File: src/rtl/step_input_conditioner.sv
// Step-button debouncer and switch synchronizer between the board pins and the CPU.
// Optional auto-repeat while the button is held: define BTN_AUTO_REPEAT_EN.
module step_input_conditioner #(
  parameter int DEBOUNCE_CYCLES = 1_000_000,
  parameter int CNT_W           = 20,
  parameter int SW_W            = 6,
  parameter int REPEAT_CYCLES   = 50_000_000
) (
  input  logic            clk,
  input  logic            rst,
  input  logic            btn_raw,
  input  logic [SW_W-1:0] sw_raw,
  output logic [SW_W-1:0] sw_sync,
  output logic            step_pulse,
  output logic            btn_level,
  output logic [15:0]     step_count
);

  // Handshake note: there is none; step_pulse is a single-cycle strobe, step_count
  // advances on the same edge, and btn_level is a plain registered level.

  typedef enum logic [1:0] {
    S_IDLE         = 2'd0,
    S_PRESS_WAIT   = 2'd1,
    S_HELD         = 2'd2,
    S_RELEASE_WAIT = 2'd3
  } state_t;

  // The IDLE sample that opens a press already counts as one stable cycle, so the
  // press window closes one count earlier than the release window.
  localparam bit             C_DIRECT     = (DEBOUNCE_CYCLES == 1);
  localparam logic [CNT_W-1:0] C_PRESS_LAST =
    CNT_W'((DEBOUNCE_CYCLES >= 2) ? DEBOUNCE_CYCLES - 2 : 0);
  localparam logic [CNT_W-1:0] C_REL_LAST   = CNT_W'(DEBOUNCE_CYCLES - 1);

  logic            r_btn_meta;
  logic            r_btn_s;
  logic [SW_W-1:0] r_sw_meta;
  logic [SW_W-1:0] r_sw_s;

  state_t          r_state;
  state_t          w_next_state;
  logic [CNT_W-1:0] r_cnt;
  logic [CNT_W-1:0] w_next_cnt;
  logic            w_pulse;
  logic            w_next_level;
  logic            r_pulse;
  logic            r_level;
  logic [15:0]     r_count;

  always_ff @(posedge clk or posedge rst) begin
    if (rst) begin
      r_btn_meta <= 1'b0;
      r_btn_s    <= 1'b0;
      r_sw_meta  <= '0;
      r_sw_s     <= '0;
    end else begin
      r_btn_meta <= btn_raw;
      r_btn_s    <= r_btn_meta;
      r_sw_meta  <= sw_raw;
      r_sw_s     <= r_sw_meta;
    end
  end

`ifdef BTN_AUTO_REPEAT_EN
  localparam logic [CNT_W-1:0] C_REP_LAST = CNT_W'(REPEAT_CYCLES - 1);
  logic [CNT_W-1:0] r_rep;
  logic [CNT_W-1:0] w_next_rep;
`endif

  always_comb begin
    w_next_state = r_state;
    w_next_cnt   = r_cnt;
    w_pulse      = 1'b0;
`ifdef BTN_AUTO_REPEAT_EN
    w_next_rep   = r_rep;
`endif
    case (r_state)
      S_IDLE: begin
        if (r_btn_s) begin
          w_next_cnt = '0;
          if (C_DIRECT) begin
            w_next_state = S_HELD;
            w_pulse      = 1'b1;
`ifdef BTN_AUTO_REPEAT_EN
            w_next_rep   = '0;
`endif
          end else begin
            w_next_state = S_PRESS_WAIT;
          end
        end
      end
      S_PRESS_WAIT: begin
        if (!r_btn_s) begin
          w_next_state = S_IDLE;
        end else if (r_cnt == C_PRESS_LAST) begin
          w_next_state = S_HELD;
          w_pulse      = 1'b1;
`ifdef BTN_AUTO_REPEAT_EN
          w_next_rep   = '0;
`endif
        end else begin
          w_next_cnt = r_cnt + CNT_W'(1);
        end
      end
      S_HELD: begin
        if (!r_btn_s) begin
          w_next_state = S_RELEASE_WAIT;
          w_next_cnt   = '0;
        end else begin
`ifdef BTN_AUTO_REPEAT_EN
          if (r_rep == C_REP_LAST) begin
            w_pulse    = 1'b1;
            w_next_rep = '0;
          end else begin
            w_next_rep = r_rep + CNT_W'(1);
          end
`endif
        end
      end
      S_RELEASE_WAIT: begin
        // Repeat counter holds here; it is restarted only when HELD is re-entered.
        if (r_btn_s) begin
          w_next_state = S_HELD;
`ifdef BTN_AUTO_REPEAT_EN
          w_next_rep   = '0;
`endif
        end else if (r_cnt == C_REL_LAST) begin
          w_next_state = S_IDLE;
        end else begin
          w_next_cnt = r_cnt + CNT_W'(1);
        end
      end
      default: begin
        w_next_state = S_IDLE;
        w_next_cnt   = '0;
      end
    endcase
    w_next_level = (w_next_state == S_HELD) || (w_next_state == S_RELEASE_WAIT);
  end

  always_ff @(posedge clk or posedge rst) begin
    if (rst) begin
      r_state <= S_IDLE;
      r_cnt   <= '0;
      r_pulse <= 1'b0;
      r_level <= 1'b0;
      r_count <= '0;
    end else begin
      r_state <= w_next_state;
      r_cnt   <= w_next_cnt;
      r_pulse <= w_pulse;
      r_level <= w_next_level;
      r_count <= r_count + 16'(w_pulse);
    end
  end

`ifdef BTN_AUTO_REPEAT_EN
  always_ff @(posedge clk or posedge rst) begin
    if (rst) begin
      r_rep <= '0;
    end else begin
      r_rep <= w_next_rep;
    end
  end
`endif

  assign sw_sync    = r_sw_s;
  assign step_pulse = r_pulse;
  assign btn_level  = r_level;
  assign step_count = r_count;

endmodule

File: config.mk
export PLATFORM = sky130hd
export DESIGN_NAME = step_input_conditioner
export DESIGN_NICKNAME = d
export VERILOG_FILES = /design/src/rtl/step_input_conditioner.sv
export SDC_FILE = /design/constraint.sdc
export NUM_CORES = 1
export LEC_CHECK = 0
export BUFFER_PORTS_ARGS = -buffer_cell sky130_fd_sc_hd__buf_2
export CAP_MARGIN = 30
export CORE_MARGIN = 3
export CORE_UTILIZATION = 50
export CTS_CLUSTER_DIAMETER = 150
export DETAILED_ROUTE_END_ITERATION = 8
export PLACE_DENSITY_LB_ADDON = 0.12
export SLEW_MARGIN = 20
export SYNTH_ARGS = -nofsm -noshare
export SYNTH_HDL_FRONTEND = slang
export SYNTH_SLANG_ARGS = --single-unit
File: constraint.sdc
create_clock -name clk -period 2.65 [get_ports clk]
set_input_delay 0.1325 -clock clk [delete_from_list [all_inputs] [get_ports clk]]
set_output_delay 0.1325 -clock clk [all_outputs]
set_load 0.05 [all_outputs]
==> flow_summary.toml, run 1 <==
[floorplan]
start_util_pct = 53.9
fp.dieArea_mm2 = 0.00576
rows = 24
die_h_um = 75.9
ios = 33
die_w_um = 75.9
design.core.area_mm2 = 0.00453

[power]
powerDensity_mw_per_mm2 = 510
leakage_nw = 1.31
pwr-share-seq_pct = 59.0
pwr-share-comb_pct = 7.7
clockPowerShare_pct = 33.4
swShare_pct = 25.1
p_total_w = 0.00145
p_int_w = 0.00109
p_switching_w = 0.000364
peakVddDrop_mv = 0.442

[global_route]
grt_use_met3_pct = 3.91
grt_use_met1_pct = 26.2
grt_pass1_wl_um = 9210
grt_pass1_vias = 1926
grt_overflow = 0
grt_use_total_pct = 19.5
antenna_found_initial = 0
grt_max_degree = 28
grt.busiest_layer = "met2"
met2_usage_pct = 32.1

[worst_setup_path]
r2r_end = "step_count[12]$_DFF_PP0_"
cp_top_family = "simple AND/OR/NAND/NOR gates"
cpMaxStageDelayCell = "dfrtp_1"
critPathArrivalTime_ns = 2.47
r2r_start = "r_cnt[10]$_DFFE_PP0P_"
crit_path_start_kind = "register"
crit_type = "reg -> reg"
crit_path_end_kind = "register"
crit_top_cell = "ha_1"
cp_max_fo = 7
crit_chain = "and4bb_1 -> and4b_4 -> nand2_1 -> nor2_1 -> ha_1 -> ha_1 -> and3_1 -> nand4_1 -> xnor2_1"
critPathMaxStageDelay_ns = 0.43
crit_end = "step_count[12]$_DFF_PP0_"
startpoint = "r_cnt[10]$_DFFE_PP0P_"
cp.required_ns = 2.85
r2r_cells = 9
regToRegSetupSlack_ns = 0.38
cp.buffers_inverters = 0
critical_path_depth = 9

[cts]
root_buffer = "clkbuf_8"
clockBufferDepth = 2
numCtsBuffers = 5
cts_tree = "done"
cts_htree_levels = 2
clk_pin_slew_ns = 0.10
clk_latency_ns = 0.31
clkSinkCount = 53
post_cts_buffers = 0

[synth]
synth_nets = 240
synth_top_area_cell = "dfrtp_1"
ys_types = 45
avgSynthCellArea_um2 = 10.8
synth_edf_count = 0
synth_top_area_share_pct = 54.3
yosysSeqAreaShare_pct = 54.3
yosysWarningCount = 0
netlist_instances = 227
ys.flop_type = "dfrtp_1"
syn_area_mm2 = 0.00244
async_flop_share_pct = 100
synth_area_leaders = "dfrtp_1 54%, xnor2_1 4.3%, a22o_1 3.9%"
ys_ff_latch = 53

[finish]
final_common_cell = "dfrtp_1"
area_growth_pct = 16.3
layout-drive-gt1-share_pct = 21.3
multi_input_area_mm2 = 0.00103
antenna_cells = 0
final-seq-area_mm2 = 0.00133
layout_common_cells = "53 x dfrtp_1, 32 x buf_2, 21 x nand2_1, 17 x nand3_1, 14 x o21ai_0"
instances_no_fill = 337
nets = 284
fillers = 374

[sta]
skew_ns = 0.00815
drv_slew = 0
rsz0062_at_grt = "no"
period_share_pct = 85.5
hold_violations = 0
finalSetupViolCount = 0
slew_headroom_pct = 61.8
layout_min_cycle_time_ns = 2.27
tightest_slew_ns = 0.573
tns_ns = 0
fmax_ghz = 0.441

[placement]
place.gp.congestion = 0.842
dp_cells = 321
hpwl_um = 3520
io_buffer_count = 32

[worst_hold_path]
hp-class = "reg -> reg"

[drt]
wire_per_inst_um = 15.0
wirelength_um = 5060
viasPerCell = 5.44
dr.first_iter.drc_count = 118
vias = 1832
drtAntennaViolNets = 0
firstDrtPassIters = 5
drc_errors = 0

[job]
max_cap_viol_count = 0

[run_status]
status = "finished, final reports clean"
## what timing repair did
action	in CTS	in global routing
endpoints found under the hold margin	33	0
gates resized for setup	0	0
hold buffers	8	0
## worst min-delay path by stage
stage | end | cells after the start | start
floorplan | r_btn_meta$_DFF_PP0_ | 0 | btn_raw
global placement | sw_sync[4]$_DFF_PP0_ | 2 | rst
detailed placement | sw_sync[4]$_DFF_PP0_ | 2 | rst
CTS | sw_sync[0]$_DFF_PP0_ | 0 | r_sw_meta[0]$_DFF_PP0_
global route | sw_sync[1]$_DFF_PP0_ | 0 | r_sw_meta[1]$_DFF_PP0_
finish | sw_sync[0]$_DFF_PP0_ | 0 | r_sw_meta[0]$_DFF_PP0_
## flip-flops by register name, indices dropped and copies added, names as in the netlist
register    count
btn_level       1
r_btn_meta      1
r_state         1
r_sw_meta       6
sw_sync         6
step_pulse      1
r_btn_s         1
r_cnt          20
step_count     16
## per-stage QoR
stage	instance area, µm²	hold slack [ns]	setup slack, ns	utilization (%)
6_report	2840	0.355	0.384	62.7
4_1_cts	2840	0.357	0.371	62.7
3_5_place_dp	2660	0.219	0.377	58.7
2_1_floorplan	2440	0.164	0.335	-
5_1_grt	2840	0.368	0.182	62.7
3_3_place_gp	2660	0.220	0.442	58.7
## routing by layer
metal	routed length (µm)	share of wire [%]
met5	0	0
met4	44	0.87
met3	161	3.2
met2	2400	48
met1	2450	48
## cells by family after synthesis
kind of cell	count (synthesis)	synth area share [%]
AO/OA/AOI/OAI	54	15.5
XOR/XNOR	14	5.02
flip-flops	53	54.3
buffers and inverters	15	3.48
adder cells (fa/ha/maj)	4	2.05
AND/OR/NAND/NOR	87	19.7
## Yosys cell counts (all sizes together) (3+ instances only)
| library cell | n |
|---|---|
| o31ai | 4 |
| dfrtp | 53 |
| inv | 7 |
| ha | 4 |
| nand2 | 21 |
| nand4 | 7 |
| o21ai | 16 |
| o22ai | 3 |
| a21oi | 7 |
| buf | 6 |
| and4 | 5 |
| and3 | 5 |
| nor3 | 11 |
| nand3 | 17 |
| nor2 | 8 |
| xnor2 | 12 |
| o211ai | 3 |
| a22o | 11 |
| a31oi | 4 |
## power groups by stage
stage	sequential (W)	combinational, W	clock, W
final	0.000855	0.000111	0.000484
after global routing	0.000861	0.000124	0.000536
after CTS	0.000855	0.000113	0.000494
after detailed placement	0.000871	0.000102	0
after global placement	0.000871	0.000101	0
after floorplan	0.000883	0.0000582	0
## layout make-up
cell class	count	area share, %
clock buffer	6	2.90
clock inverter	2	0.572
inverter	7	0.924
multi-input combinational	159	36.3
sequential	53	46.7
tap	65	2.86
timing repair buffer	45	9.77
No activity file was read; power rests on OpenSTA's default activity.
==> run 2: changes to the inputs <==
--- a/config.mk
+++ b/config.mk
@@ -11,7 +11,9 @@
 export CORE_UTILIZATION = 50
 export CTS_CLUSTER_DIAMETER = 150
 export DETAILED_ROUTE_END_ITERATION = 8
-export PLACE_DENSITY_LB_ADDON = 0.12
+export GPL_ROUTABILITY_DRIVEN = 1
+export PLACE_DENSITY = 0.71
+export SKIP_LAST_GASP = 1
 export SLEW_MARGIN = 20
 export SYNTH_ARGS = -nofsm -noshare
 export SYNTH_HDL_FRONTEND = slang
==> run 2 against run 1 <==
Compared with the run above: first-iteration DRC count increased by 30%; register-to-register slack lost 0.05 ns; clock power up 1%; routed wire length decreased by 2.6%; final cell count is 0.30% lower; total power up 0.30%; sequential power is essentially flat; critical path type unchanged; critical endpoint unchanged; highest routed layer unchanged.
==> flow_summary.toml, run 2 (synthesized netlist as in run 1, its figures left out) <==
[run_status]
status = "finished, final reports clean"

[sta]
drv_slew = 0
worst_slack_ns = 0.333
slew_headroom_pct = 57.3
holdWs_ns = 0.357
fmax_ghz = 0.432
layout_min_cycle_time_ns = 2.32
skew_ns = 0.0120
hold_violations = 0
rsz0062_at_grt = "no"
period_share_pct = 87.4
tightest_slew_ns = 0.641
tns_ns = 0
finalSetupViolCount = 0

[global_route]
grt_overflow = 0
grt_use_total_pct = 18.6
antenna_found_initial = 0
grt_pass1_vias = 1913
grt_pass1_wl_um = 8900
grt_max_degree = 54

[finish]
nets = 283
layout_common_cells = "53 x dfrtp_1, 32 x buf_2, 21 x nand2_1, 17 x nand3_1, 14 x o21ai_0"
largest_register_ffs = 20
top_register = "r_cnt"
antenna_cells = 0
area_growth_pct = 16.0
fillers = 368
layout-drive-gt1-share_pct = 21.0
instances_no_fill = 336
final_common_cell = "dfrtp_1"

[floorplan]
fp.dieArea_mm2 = 0.00576
die_h_um = 75.9
start_util_pct = 53.9
design.core.area_mm2 = 0.00453
rows = 24
ios = 33
die_w_um = 75.9

[drt]
viasPerCell = 5.80
wirelength_um = 4920
drtAntennaViolNets = 0
vias = 1948
dr.first_iter.drc_count = 153
wire_per_inst_um = 14.7
firstDrtPassIters = 7
drc_errors = 0

[power]
leakage_nw = 1.30
powerDensity_mw_per_mm2 = 513
peakVddDrop_mv = 0.395

[cts]
root_buffer = "clkbuf_8"
post_cts_buffers = 0
clk_pin_slew_ns = 0.11
cts_tree = "done"
cts_htree_levels = 2
clkSinkCount = 53
clockBufferDepth = 2
clk_latency_ns = 0.32
numCtsBuffers = 5

[worst_setup_path]
crit_type = "reg -> reg"
crit_path_start_kind = "register"
critPathArrivalTime_ns = 2.52
cp.required_ns = 2.86
cp_max_fo = 7
crit_path_end_kind = "register"

[placement]
dp_cells = 320
hpwl_um = 3310
place.gp.congestion = 0.822
post-place-ws_ns = 0.372
io_buffer_count = 32

[job]
max_cap_viol_count = 0

[worst_hold_path]
hp-class = "reg -> reg"
==> run 2: changes by cell type in the layout (fill, tap and decap cells not counted), sizes merged <==
cell	change
buf	-1
clkbuf	-1
clkinv	+1
clkinvlp	-1
inv	+1
==> run 2: report_power, final <==
part	leakage, nW	switching [W]	internal, W
registers	0.703	0.0000242	0.000832
clock network	0.0506	0.000293	0.000198
logic	0.550	0.0000696	0.0000377
total	1.30	0.000387	0.00107
==> run 2: metal layers <==
| metal | GRT usage [%] | part of all wire (%) | routed length [µm] |
|---|---|---|---|
| met1 | 24.4 | 45 | 2240 |
| met3 | 3.79 | 4.1 | 204 |
| met4 | 6.16 | 1.9 | 93 |
| met5 | 0 | 0 | 0 |
| met2 | 30.9 | 49 | 2390 |
==> run 2: final cells by class <==
| type | instances | area (µm²) | area share, % |
|---|---|---|---|
| repair buffers | 44 | 270 | 9.54 |
| well taps | 65 | 81.3 | 2.87 |
| flip-flops and latches | 53 | 1330 | 46.8 |
| inverters | 7 | 26.3 | 0.927 |
| clock buffers | 5 | 68.8 | 2.43 |
| multi-input cells | 159 | 1030 | 36.4 |
| clock inverters | 3 | 28.8 | 1.02 |
==> run 2: critical path: stages, from the launching register on <==
cell,delay (ns)
dfrtp_1,0.45
and4bb_1,0.27
and4b_4,0.29
nand2_1,0.06
nor2_1,0.13
ha_1,0.23
ha_1,0.22
and3_1,0.28
nand4_1,0.14
xnor2_1,0.14
==> run 2: path summary, 6_finish.rpt <==
path                                      start                        to  slack (ns)  cells after the start
min                        r_btn_meta$_DFF_PP0_         r_btn_s$_DFF_PP0_        0.36                      0
min in group asynchronous                   rst      step_pulse$_DFF_PP0_        0.52                      4
max in group asynchronous                   rst     r_cnt[14]$_DFFE_PP0P_        1.70                      4
max reg2reg                r_cnt[7]$_DFFE_PP0P_  step_count[12]$_DFF_PP0_        0.33                      9
max                        r_cnt[7]$_DFFE_PP0P_  step_count[12]$_DFF_PP0_        0.33                      9
min reg2reg                r_btn_meta$_DFF_PP0_         r_btn_s$_DFF_PP0_        0.36                      0
==> run 2: repair_timing <==
| item | CTS | global route |
|---|---|---|
| hold buffers | 8 | 0 |
| hold endpoints to repair | 17 | 0 |
| setup endpoints to repair | 0 | 0 |
| gates resized for setup | 0 | 0 |
==> run 2: stage by stage <==
| step | power, W | instance area (µm²) | util [%] |
|---|---|---|---|
| floorplan | 0.000941 | 2440 | - |
| global placement | 0.000970 | 2660 | 58.6 |
| detailed placement | 0.000970 | 2660 | 58.6 |
| CTS | 0.00147 | 2830 | 62.5 |
| global route | 0.00152 | 2830 | 62.5 |
| finish | 0.00145 | 2830 | 62.5 |
